**src/rtl/pa32_share_sched.sv**
```systemverilog
// pa32_share_sched
//   Shares one 32-bit parallel-prefix adder between NREQ requesters.
//   Round-robin arbitration picks a beat, which flows issue reg -> adder ->
//   result reg. A requester can lock the adder across several beats (a
//   multi-word add); the carry-out of each beat leaving the issue stage is
//   kept in carry_reg so a following beat may chain from it.
//
// Ports
//   clk, rst               clock, asynchronous active-high reset
//   req_valid/req_ready    per-requester beat handshake (ready one-hot or 0)
//   req_a/req_b            packed operands, requester i at [32i+31:32i]
//   req_cin                carry-in used when req_chain[i]=0
//   req_chain              1: take carry-in from the internal carry register
//   req_last               1: final beat of a transaction, releases the lock
//   rsp_valid/rsp_ready    result handshake
//   rsp_id/rsp_sum/rsp_cout  requester index, sum and carry-out of the beat
module pa32_share_sched #(
  parameter int NREQ = 4,
  localparam int IW = (NREQ > 1) ? $clog2(NREQ) : 1
) (
  input  logic                 clk,
  input  logic                 rst,
  input  logic [NREQ-1:0]      req_valid,
  output logic [NREQ-1:0]      req_ready,
  input  logic [NREQ*32-1:0]   req_a,
  input  logic [NREQ*32-1:0]   req_b,
  input  logic [NREQ-1:0]      req_cin,
  input  logic [NREQ-1:0]      req_chain,
  input  logic [NREQ-1:0]      req_last,
  output logic                 rsp_valid,
  input  logic                 rsp_ready,
  output logic [IW-1:0]        rsp_id,
  output logic [31:0]          rsp_sum,
  output logic                 rsp_cout
);

  typedef enum logic {ARB, LOCK} state_t;

  state_t          state, next_state;
  logic [IW-1:0]   rr_ptr, owner;
  logic            carry_reg;

  logic            iss_v, iss_cin, iss_chain;
  logic [IW-1:0]   iss_id;
  logic [31:0]     iss_a, iss_b;

  logic            res_v, res_cout;
  logic [IW-1:0]   res_id;
  logic [31:0]     res_sum;

  logic            adv_r, adv_i, accept, sel_found;
  logic [IW-1:0]   sel_id;
  logic            sel_last;
  int              idx;

  logic            cin_eff, add_cout;
  logic [31:0]     add_sum, add_p0, add_g, add_p, add_gn, add_pn;

  assign adv_r = !res_v || rsp_ready;
  assign adv_i = !iss_v || adv_r;

  // Candidate selection: in LOCK only the owner may be granted; in ARB the
  // first valid requester after rr_ptr (wrapping) wins.
  always_comb begin
    sel_id    = '0;
    sel_found = 1'b0;
    idx       = 0;
    if (state == LOCK) begin
      sel_id    = owner;
      sel_found = req_valid[owner];
    end else begin
      for (int k = 1; k <= NREQ; k++) begin
        idx = (int'(rr_ptr) + k) % NREQ;
        if (!sel_found && req_valid[idx]) begin
          sel_id    = IW'(idx);
          sel_found = 1'b1;
        end
      end
    end
  end

  // Ready is masked during reset so the outputs sit at their reset values
  // even while requesters keep valid high.
  always_comb begin
    accept    = sel_found && adv_i && !rst;
    sel_last  = req_last[sel_id];
    req_ready = '0;
    if (accept) req_ready[sel_id] = 1'b1;
  end

  always_comb begin
    next_state = state;
    case (state)
      ARB:     if (accept && !sel_last) next_state = LOCK;
      LOCK:    if (accept && sel_last)  next_state = ARB;
      default: next_state = ARB;
    endcase
  end

  always_ff @(posedge clk or posedge rst) begin
    if (rst) state <= ARB;
    else     state <= next_state;
  end

  // Kogge-Stone prefix adder on the issue-reg contents. The carry-in is
  // folded into the bit-0 generate so the prefix tree yields every carry.
  always_comb begin
    cin_eff   = iss_chain ? carry_reg : iss_cin;
    add_p0    = iss_a ^ iss_b;
    add_g     = iss_a & iss_b;
    add_g[0]  = add_g[0] | (add_p0[0] & cin_eff);
    add_p     = add_p0;
    add_gn    = '0;
    add_pn    = '0;
    for (int d = 1; d < 32; d = d * 2) begin
      add_gn = add_g;
      add_pn = add_p;
      for (int i = d; i < 32; i++) begin
        add_gn[i] = add_g[i] | (add_p[i] & add_g[i-d]);
        add_pn[i] = add_p[i] & add_p[i-d];
      end
      add_g = add_gn;
      add_p = add_pn;
    end
    add_sum  = add_p0 ^ {add_g[30:0], cin_eff};
    add_cout = add_g[31];
  end

  // Pipe registers. carry_reg follows the beat that leaves the issue reg, so
  // a chained beat entering the issue reg on that same edge sees it.
  always_ff @(posedge clk or posedge rst) begin
    if (rst) begin
      iss_v     <= 1'b0;
      iss_id    <= '0;
      iss_a     <= '0;
      iss_b     <= '0;
      iss_cin   <= 1'b0;
      iss_chain <= 1'b0;
      res_v     <= 1'b0;
      res_id    <= '0;
      res_sum   <= '0;
      res_cout  <= 1'b0;
      carry_reg <= 1'b0;
      rr_ptr    <= IW'(NREQ - 1);
      owner     <= '0;
    end else begin
      if (adv_i) begin
        iss_v <= accept;
        if (accept) begin
          iss_id    <= sel_id;
          iss_a     <= req_a[32*sel_id +: 32];
          iss_b     <= req_b[32*sel_id +: 32];
          iss_cin   <= req_cin[sel_id];
          iss_chain <= req_chain[sel_id];
        end
      end
      if (adv_r) res_v <= iss_v;
      if (adv_r && iss_v) begin
        res_id    <= iss_id;
        res_sum   <= add_sum;
        res_cout  <= add_cout;
        carry_reg <= add_cout;
      end
      if (accept) rr_ptr <= sel_id;
      if (accept && state == ARB && !sel_last) owner <= sel_id;
    end
  end

  assign rsp_valid = res_v;
  assign rsp_id    = res_id;
  assign rsp_sum   = res_sum;
  assign rsp_cout  = res_cout;

endmodule

```
**config.mk**
```make
export PLATFORM = sky130hd
export DESIGN_NAME = pa32_share_sched
export DESIGN_NICKNAME = d
export VERILOG_FILES = /design/src/rtl/pa32_share_sched.sv
export SDC_FILE = /design/constraint.sdc
export NUM_CORES = 1
export LEC_CHECK = 0
export BUFFER_PORTS_ARGS = -buffer_cell sky130_fd_sc_hd__buf_2
export CAP_MARGIN = 40
export CORE_MARGIN = 2
export CORE_UTILIZATION = 30
export DETAILED_ROUTE_END_ITERATION = 10
export SLEW_MARGIN = 20
export SYNTH_ARGS = -nofsm -noshare
export SYNTH_HDL_FRONTEND = slang
export SYNTH_SLANG_ARGS = --single-unit
```
**constraint.sdc**
```tcl
create_clock -name clk -period 3.77 [get_ports clk]
set_input_delay 0.377 -clock clk [delete_from_list [all_inputs] [get_ports clk]]
set_output_delay 0.377 -clock clk [all_outputs]
set_load 0.02 [all_outputs]
```
==> metrics.cfg, run 1 <==
[outcome]
outcome=finished, final reports clean

[routing]
vias=6136
first_iter_violations=173
postRouteAntennaNets=0
avgViaCountPerCell=4.925
drt_wl_total_mm=20.28
wire_per_inst_um=16.27
drtPass1Iterations=4
drc_errors=0

[worst_setup_path]
crit_start=iss_chain$_DFFE_PP0P_
path_cells=mux2_2 -> fa_1 -> fa_1 -> a211oi_2 -> o21ai_2 -> a2111oi_2 -> nor2_1 -> o21ai_2 -> a31oi_2 -> o32ai_2 -> xor2_1 -> o21ai_1
critPathRequiredTime_ns=4.02
start_kind=flop
slowest_stage=fa_1
max_stage_delay_ns=0.44
r2r-start=iss_chain$_DFFE_PP0P_
r2r_slack_ns=0.31
critPathKind=flop to flop
cp_top_family=compound AO/OA/AOI/OAI gates
worstPathArrival_ns=3.70
cp_max_fo=3
reg2reg_depth=12
cp.depth=12
cp.buffers_inverters=0
endpoint_kind=flop
r2r_end=rsp_sum[30]$_DFFE_PP0P_
endpoint=rsp_sum[30]$_DFFE_PP0P_

[pwr]
p_leak_nw=4.501
p_sw_mw=4.081
total_power_mw=9.502
clockPowerShare_pct=9.6
ir_drop_mv=0.8472
p_per_area_nw_per_um2=976.8
swShare_pct=42.94
combinationalPowerShare_pct=67.4
p_int_mw=5.422
seqPwrFrac_pct=22.9

[placed_design]
dp_hpwl_mm=16.43
portBuffers=314
gp_congestion=0.7968
place_ws_ns=0.1717
placed_cells=1227

[yosys]
synth-seq-area-share_pct=36.91
ys_seq_elements=110
synth.avg_cell_area_um2=12.20
synth_warnings=0
synth_cell_types=63
synthFlopType=dfrtp_1
synthesis.nets=920
syn_inst=612
synth-edff-count=0
syn_area_um2=7465
synthArstFlopShare_pct=100.0

[layout]
multi_input_area_um2=4524
final-seq-area_um2=2755
drive_gt1_share_pct=54.94
syn2layout_area_growth_pct=30.32
fillers=2451
layout.nets=1224
final_cells=1246

[floorplan]
initial_core_util_pct=30.60
coreArea_um2=24390
row_count=57
ios=315
die_h_um=161.7
die_area_um2=26160
die_w_um=161.7

[hold_path]
hp-class=input pin to flop
whs_path_depth=3

[timing]
tightest_slew_ns=0.6764
setup_ws_ns=0.3119
rsz0062_at_grt=no
min_period_ns=3.458
setup_tns_ns=0
period_share_pct=91.73
fin_hold_ws_ns=0.2907
clock.fmax_mhz=289.2
finalSetupViolCount=0
finalMaxSlewViolations=0
finalHoldViolCount=0
skew_ns=0.01478
slew_headroom_pct=54.91

[clock_tree]
htreeDepth=3
clkSlewWorstSetupHoldPaths_ns=0.09
clock_latency_ns=0.37
cts_buffers=9
clockBufferDepth=2
cts_tree=done
clock-sinks=110
cts_root_buf=clkbuf_16

[global_routing]
use_met2_pct=26.73
top_usage_layer=met2
grt_pass1_vias=6289
use_met3_pct=2.528
antenna_found_initial=1
grt.met1_usage_pct=20.63
grt_usage_pct=15.77
grt_pass1_wl_mm=32.70
grt_max_degree=71
grt-ovfl-total=0

[flow_run]
drv_cap=0

## final cells by class
type,count,share of cell area (%)
clock inverter,7,0.5273
tap,324,4.167
antenna,1,0.02572
clock buffer,9,2.315
timing repair buffer,325,17.57
multi-input combinational,456,46.51
inverter,14,0.5659
sequential,110,28.32
## power by group through the flow
stage	registers [mW]	logic [mW]	clock network, mW
6_report	2.18	6.41	0.915
5_1_grt	2.27	7.16	0.988
4_1_cts	2.19	6.51	0.946
3_5_place_dp	2.21	6.49	0
3_3_place_gp	2.19	6.39	0
2_1_floorplan	2.35	4.88	0
## layer usage
metal	routed length (µm)	part of all wire [%]	vias up
li1	-	-	2960
met1	8901	44	2986
met2	9993	49	170
met3	965	4.8	20
met4	414	2.0	0
met5	0	0	-
## how the worst min path moves through the flow
stage / startpoint / to
finish: rsp_ready / rsp_valid$_DFFE_PP0P_
global route: rsp_ready / rsp_valid$_DFFE_PP0P_
CTS: rst / iss_v$_DFFE_PP0P_
detailed placement: rsp_sum[27]$_DFFE_PP0P_ / rsp_sum[27]$_DFFE_PP0P_
global placement: rsp_sum[17]$_DFFE_PP0P_ / rsp_sum[17]$_DFFE_PP0P_
floorplan: iss_id[1]$_DFFE_PP0P_ / iss_id[1]$_DFFE_PP0P_
## metrics by stage
step	cell area (µm²)	util, %
3_5_place_dp	9403	38.55
2_1_floorplan	7465	-
4_1_cts	9679	39.68
6_report	9728	39.88
5_1_grt	9728	39.88
3_3_place_gp	9375	38.44
## cells by family after synthesis
| kind of cell | after synthesis | share of synthesized area, % |
|---|---|---|
| AOI/OAI and AO/OA | 133 | 11.20 |
| xor gates and xnor gates | 23 | 2.699 |
| adders and majority gates | 33 | 5.732 |
| buffers and inverters | 46 | 3.067 |
| DFF | 110 | 36.91 |
| muxes | 147 | 32.20 |
| and+or+nand+nor | 120 | 8.196 |
## worst min-delay path, cell delays in order
cell and delay, ns:
buf_2 0.09, or2b_2 0.11, nand2b_1 0.05
## repair_timing
action	in CTS	in global routing
buffers inserted	0	0
setup endpoints to repair	0	3
hold buffers	0	1
gates resized for setup	0	2
endpoints found under the hold margin	0	11
## synthesized netlist by cell type, types with 4 or more instances
cell type | count | area, µm²
inv_1 | 14 | 52.55
mux2_2 | 72 | 810.8
a21oi_1 | 35 | 175.2
a211oi_1 | 4 | 30.03
nand2b_1 | 5 | 31.28
mux4_2 | 67 | 1509
a31oi_1 | 5 | 31.28
nor3_1 | 9 | 45.04
o21ai_1 | 4 | 20.02
nor2_1 | 17 | 63.81
xnor2_1 | 12 | 105.1
xor2_1 | 11 | 96.34
dfrtp_1 | 108 | 2703
o21ai_0 | 40 | 200.2
nor3b_1 | 4 | 30.03
buf_4 | 9 | 67.56
nand2_1 | 49 | 183.9
nand3_1 | 9 | 45.04
mux2i_1 | 7 | 70.07
ha_1 | 31 | 387.9
clkbuf_1 | 11 | 41.29
a21o_1 | 15 | 112.6
buf_2 | 10 | 50.05
o21a_1 | 8 | 60.06
## placed cells by master, fill, tap and decap left out, types with 3 or more instances in the layout
| cell type | synthesis | final |
|---|---|---|
| ha_1 | 31 | 31 |
| xnor2_1 | 12 | 12 |
| mux2_2 | 72 | 72 |
| clkbuf_16 | 0 | 9 |
| nand2b_1 | 5 | 5 |
| nor2_1 | 17 | 17 |
| and2_2 | 3 | 3 |
| nor3_1 | 9 | 9 |
| and3_1 | 3 | 3 |
| mux4_2 | 67 | 67 |
| inv_1 | 14 | 13 |
| xor2_1 | 11 | 11 |
| buf_2 | 10 | 314 |
| nand3_1 | 9 | 9 |
| mux2i_1 | 7 | 6 |
| o21ai_1 | 4 | 3 |
| a211oi_1 | 4 | 4 |
| dfrtp_1 | 108 | 108 |
| clkinv_4 | 0 | 3 |
| and2b_2 | 3 | 3 |
| nor3b_1 | 4 | 4 |
| a21oi_1 | 35 | 34 |
| buf_4 | 9 | 7 |
| a21o_1 | 15 | 15 |
| nand2_1 | 49 | 48 |
| o21ai_0 | 40 | 40 |
| a31oi_1 | 5 | 5 |
| o21a_1 | 8 | 8 |
(Power assumes the default switching activity.)
==> run 2: changes to the inputs <==
--- a/config.mk
+++ b/config.mk
@@ -7,10 +7,13 @@
 export LEC_CHECK = 0
 export BUFFER_PORTS_ARGS = -buffer_cell sky130_fd_sc_hd__buf_2
 export CAP_MARGIN = 40
+export CORE_ASPECT_RATIO = 0.7
 export CORE_MARGIN = 2
 export CORE_UTILIZATION = 30
 export DETAILED_ROUTE_END_ITERATION = 10
+export HOLD_SLACK_MARGIN = 0.1
 export SLEW_MARGIN = 20
 export SYNTH_ARGS = -nofsm -noshare
 export SYNTH_HDL_FRONTEND = slang
 export SYNTH_SLANG_ARGS = --single-unit
+export TNS_END_PERCENT = 30
==> run 2 against run 1 <==
  * Global-route usage decreased by 0.38 points
  * Final area increased by 0.21%
  * Sequential power about the same
  * Worst setup slack improved by 0.022 ns
  * Largest power group unchanged
  * Via count decreased by 1.0%
  * Highest routed layer is now met5
  * First-iteration DRC count increased by 13%
  * Maximum frequency increased by 0.63%
==> metrics.cfg, run 2 (synthesis results as in run 1) <==
[outcome]
outcome=finished, final reports clean

[timing]
rsz0062_at_grt=no
slew_headroom_pct=53.12  ; -1.8 points
finalSetupViolCount=0  ; unchanged
period_share_pct=91.15  ; -0.58 points
fin_hold_ws_ns=0.3303  ; +0.03957 ns
skew_ns=0.009823  ; -0.004960 ns
tightest_slew_ns=0.7006  ; +0.02423 ns
finalHoldViolCount=0  ; unchanged
setup_tns_ns=0  ; unchanged
clock.fmax_mhz=291.0  ; +0.63%
min_period_ns=3.436  ; -0.02175 ns
finalMaxSlewViolations=0  ; unchanged

[routing]
first_iter_violations=195  ; +13%
drt_wl_total_mm=20.10  ; -0.85%
avgViaCountPerCell=4.865  ; -1.2%
drc_errors=0  ; unchanged
postRouteAntennaNets=0  ; unchanged
vias=6072  ; -1.0%
drtPass1Iterations=4  ; unchanged
wire_per_inst_um=16.11  ; -1.0%

[worst_setup_path]
critPathKind=flop to flop
worstPathArrival_ns=3.64  ; -0.06 ns
critPathRequiredTime_ns=3.98  ; -0.04 ns
start_kind=flop
r2r-start=iss_chain$_DFFE_PP0P_
slowest_stage=fa_1
crit_start=iss_chain$_DFFE_PP0P_
cp_max_fo=3  ; unchanged
max_stage_delay_ns=0.42  ; -0.02 ns
endpoint_kind=flop
cp.buffers_inverters=0  ; unchanged
path_cells=mux2_2 -> fa_1 -> fa_2 -> a211oi_2 -> o21ai_1 -> a2111oi_2 -> nor2_1 -> o21ai_2 -> a31oi_2 -> o32ai_2 -> xor2_1 -> o21ai_1
crit_top_cell=o21ai_1
cp_top_family=compound AO/OA/AOI/OAI gates

[clock_tree]
clock-sinks=110  ; unchanged
htreeDepth=3  ; unchanged
cts_tree=done
cts_buffers=9  ; unchanged
clkSlewWorstSetupHoldPaths_ns=0.08  ; about the same
clockBufferDepth=2  ; unchanged
clock_latency_ns=0.35  ; -0.02 ns
cts_root_buf=clkbuf_16

[pwr]
p_per_area_nw_per_um2=988.1  ; +1.2%
ir_drop_mv=0.3682  ; -57%
p_leak_nw=4.512  ; +0.23%

[floorplan]
row_count=48  ; -16%
ios=315  ; unchanged
die_h_um=136.0  ; -16%
die_w_um=192.5  ; +19%
die_area_um2=26180  ; about the same
coreArea_um2=24560  ; +0.71%
initial_core_util_pct=30.39  ; -0.22 points

[global_routing]
grt_usage_pct=15.39  ; -0.38 points
grt_max_degree=63  ; -11%
antenna_found_initial=2  ; +1
grt_pass1_vias=5959  ; -5.2%
grt_pass1_wl_mm=31.11  ; -4.9%
grt-ovfl-total=0  ; unchanged

[placed_design]
gp_congestion=0.7874  ; -1.2%
dp_hpwl_mm=16.58  ; +0.94%
portBuffers=314  ; unchanged

[layout]
final_cell_mix=314 x buf_2, 108 x dfrtp_1, 72 x mux2_2, 67 x mux4_2, 48 x nand2_1
final_common_cell=buf_2
syn2layout_area_growth_pct=30.59
fillers=2399  ; -2.1%
layout.nets=1225  ; +0.082%
drive_gt1_share_pct=54.99  ; about the same
final_util_pct=39.69  ; -0.20 points

[hold_path]
hp-start=rsp_ready
hp-class=input pin to flop

[flow_run]
drv_cap=0  ; unchanged

[run 2: worst paths after layout]
path,end,cells after the start,slack [ns]
worst max-delay path,rsp_sum[30]$_DFFE_PP0P_,12,0.33
worst min-delay path,rsp_valid$_DFFE_PP0P_,3,0.33
worst max register to register,rsp_sum[30]$_DFFE_PP0P_,12,0.33
worst min register to register,rsp_sum[2]$_DFFE_PP0P_,2,0.47
max in group asynchronous,iss_a[3]$_DFFE_PP0P_,4,2.65
min in group asynchronous,iss_b[26]$_DFFE_PP0P_,3,0.52
[run 2: tightest hold or removal path: stages]
cell and delay (ns):
buf_2 0.09, or2b_2 0.11, nand2b_1 0.06
[run 2: area by class of cell]
| cell class | instances | area, µm² | area share (%) |
|---|---|---|---|
| Multi-Input combinational cell | 456 | 4523 | 46.40 |
| Sequential cell | 110 | 2755 | 28.26 |
| Timing Repair Buffer | 326 | 1722 | 17.66 |
| Tap cell | 325 | 406.6 | 4.171 |
| Clock buffer | 10 | 239.0 | 2.452 |
| Inverter | 14 | 55.05 | 0.5648 |
| Clock inverter | 6 | 45.04 | 0.4621 |
| Antenna cell | 1 | 2.502 | 0.02567 |
[run 2: report_power, final]
| group | internal (mW) | leakage (nW) | switching, mW | total, mW |
|---|---|---|---|---|
| clock network | 0.472 | 0.137 | 0.451 | 0.923 |
| logic | 3.19 | 3.07 | 3.32 | 6.51 |
| registers | 1.82 | 1.30 | 0.375 | 2.20 |
| total | 5.48 | 4.51 | 4.15 | 9.63 |
[run 2: routing by layer]
layer  vias to the layer above  GRT usage (%)  wire length [µm]
li1                       2968              -                 -
met1                      2893          20.90              9539
met2                       195          24.94              9188
met3                        14          3.614              1165
met4                         2          3.520               201
met5                         -              0                 9
[run 2: repair_timing]
item,in CTS,in global routing
buffers inserted,0,1
hold buffers,0,1
hold endpoints to repair,0,9
resized for setup,0,2
setup endpoints to repair,0,3
[run 2: through the flow]
| stage | cell area [µm²] | instances | worst slack, ns | power, mW |
|---|---|---|---|---|
| finish | 9748 | 1248 | 0.3336 | 9.632 |
| global route | 9746 | 1247 | 0.04974 | 10.48 |
| CTS | 9693 | 1244 | 0.1166 | 9.726 |
| detailed placement | 9409 | 1228 | 0.1338 | 8.754 |
| global placement | 9409 | 1228 | 0.1744 | 8.679 |
| floorplan | 7465 | 612 | 0.4571 | 7.226 |
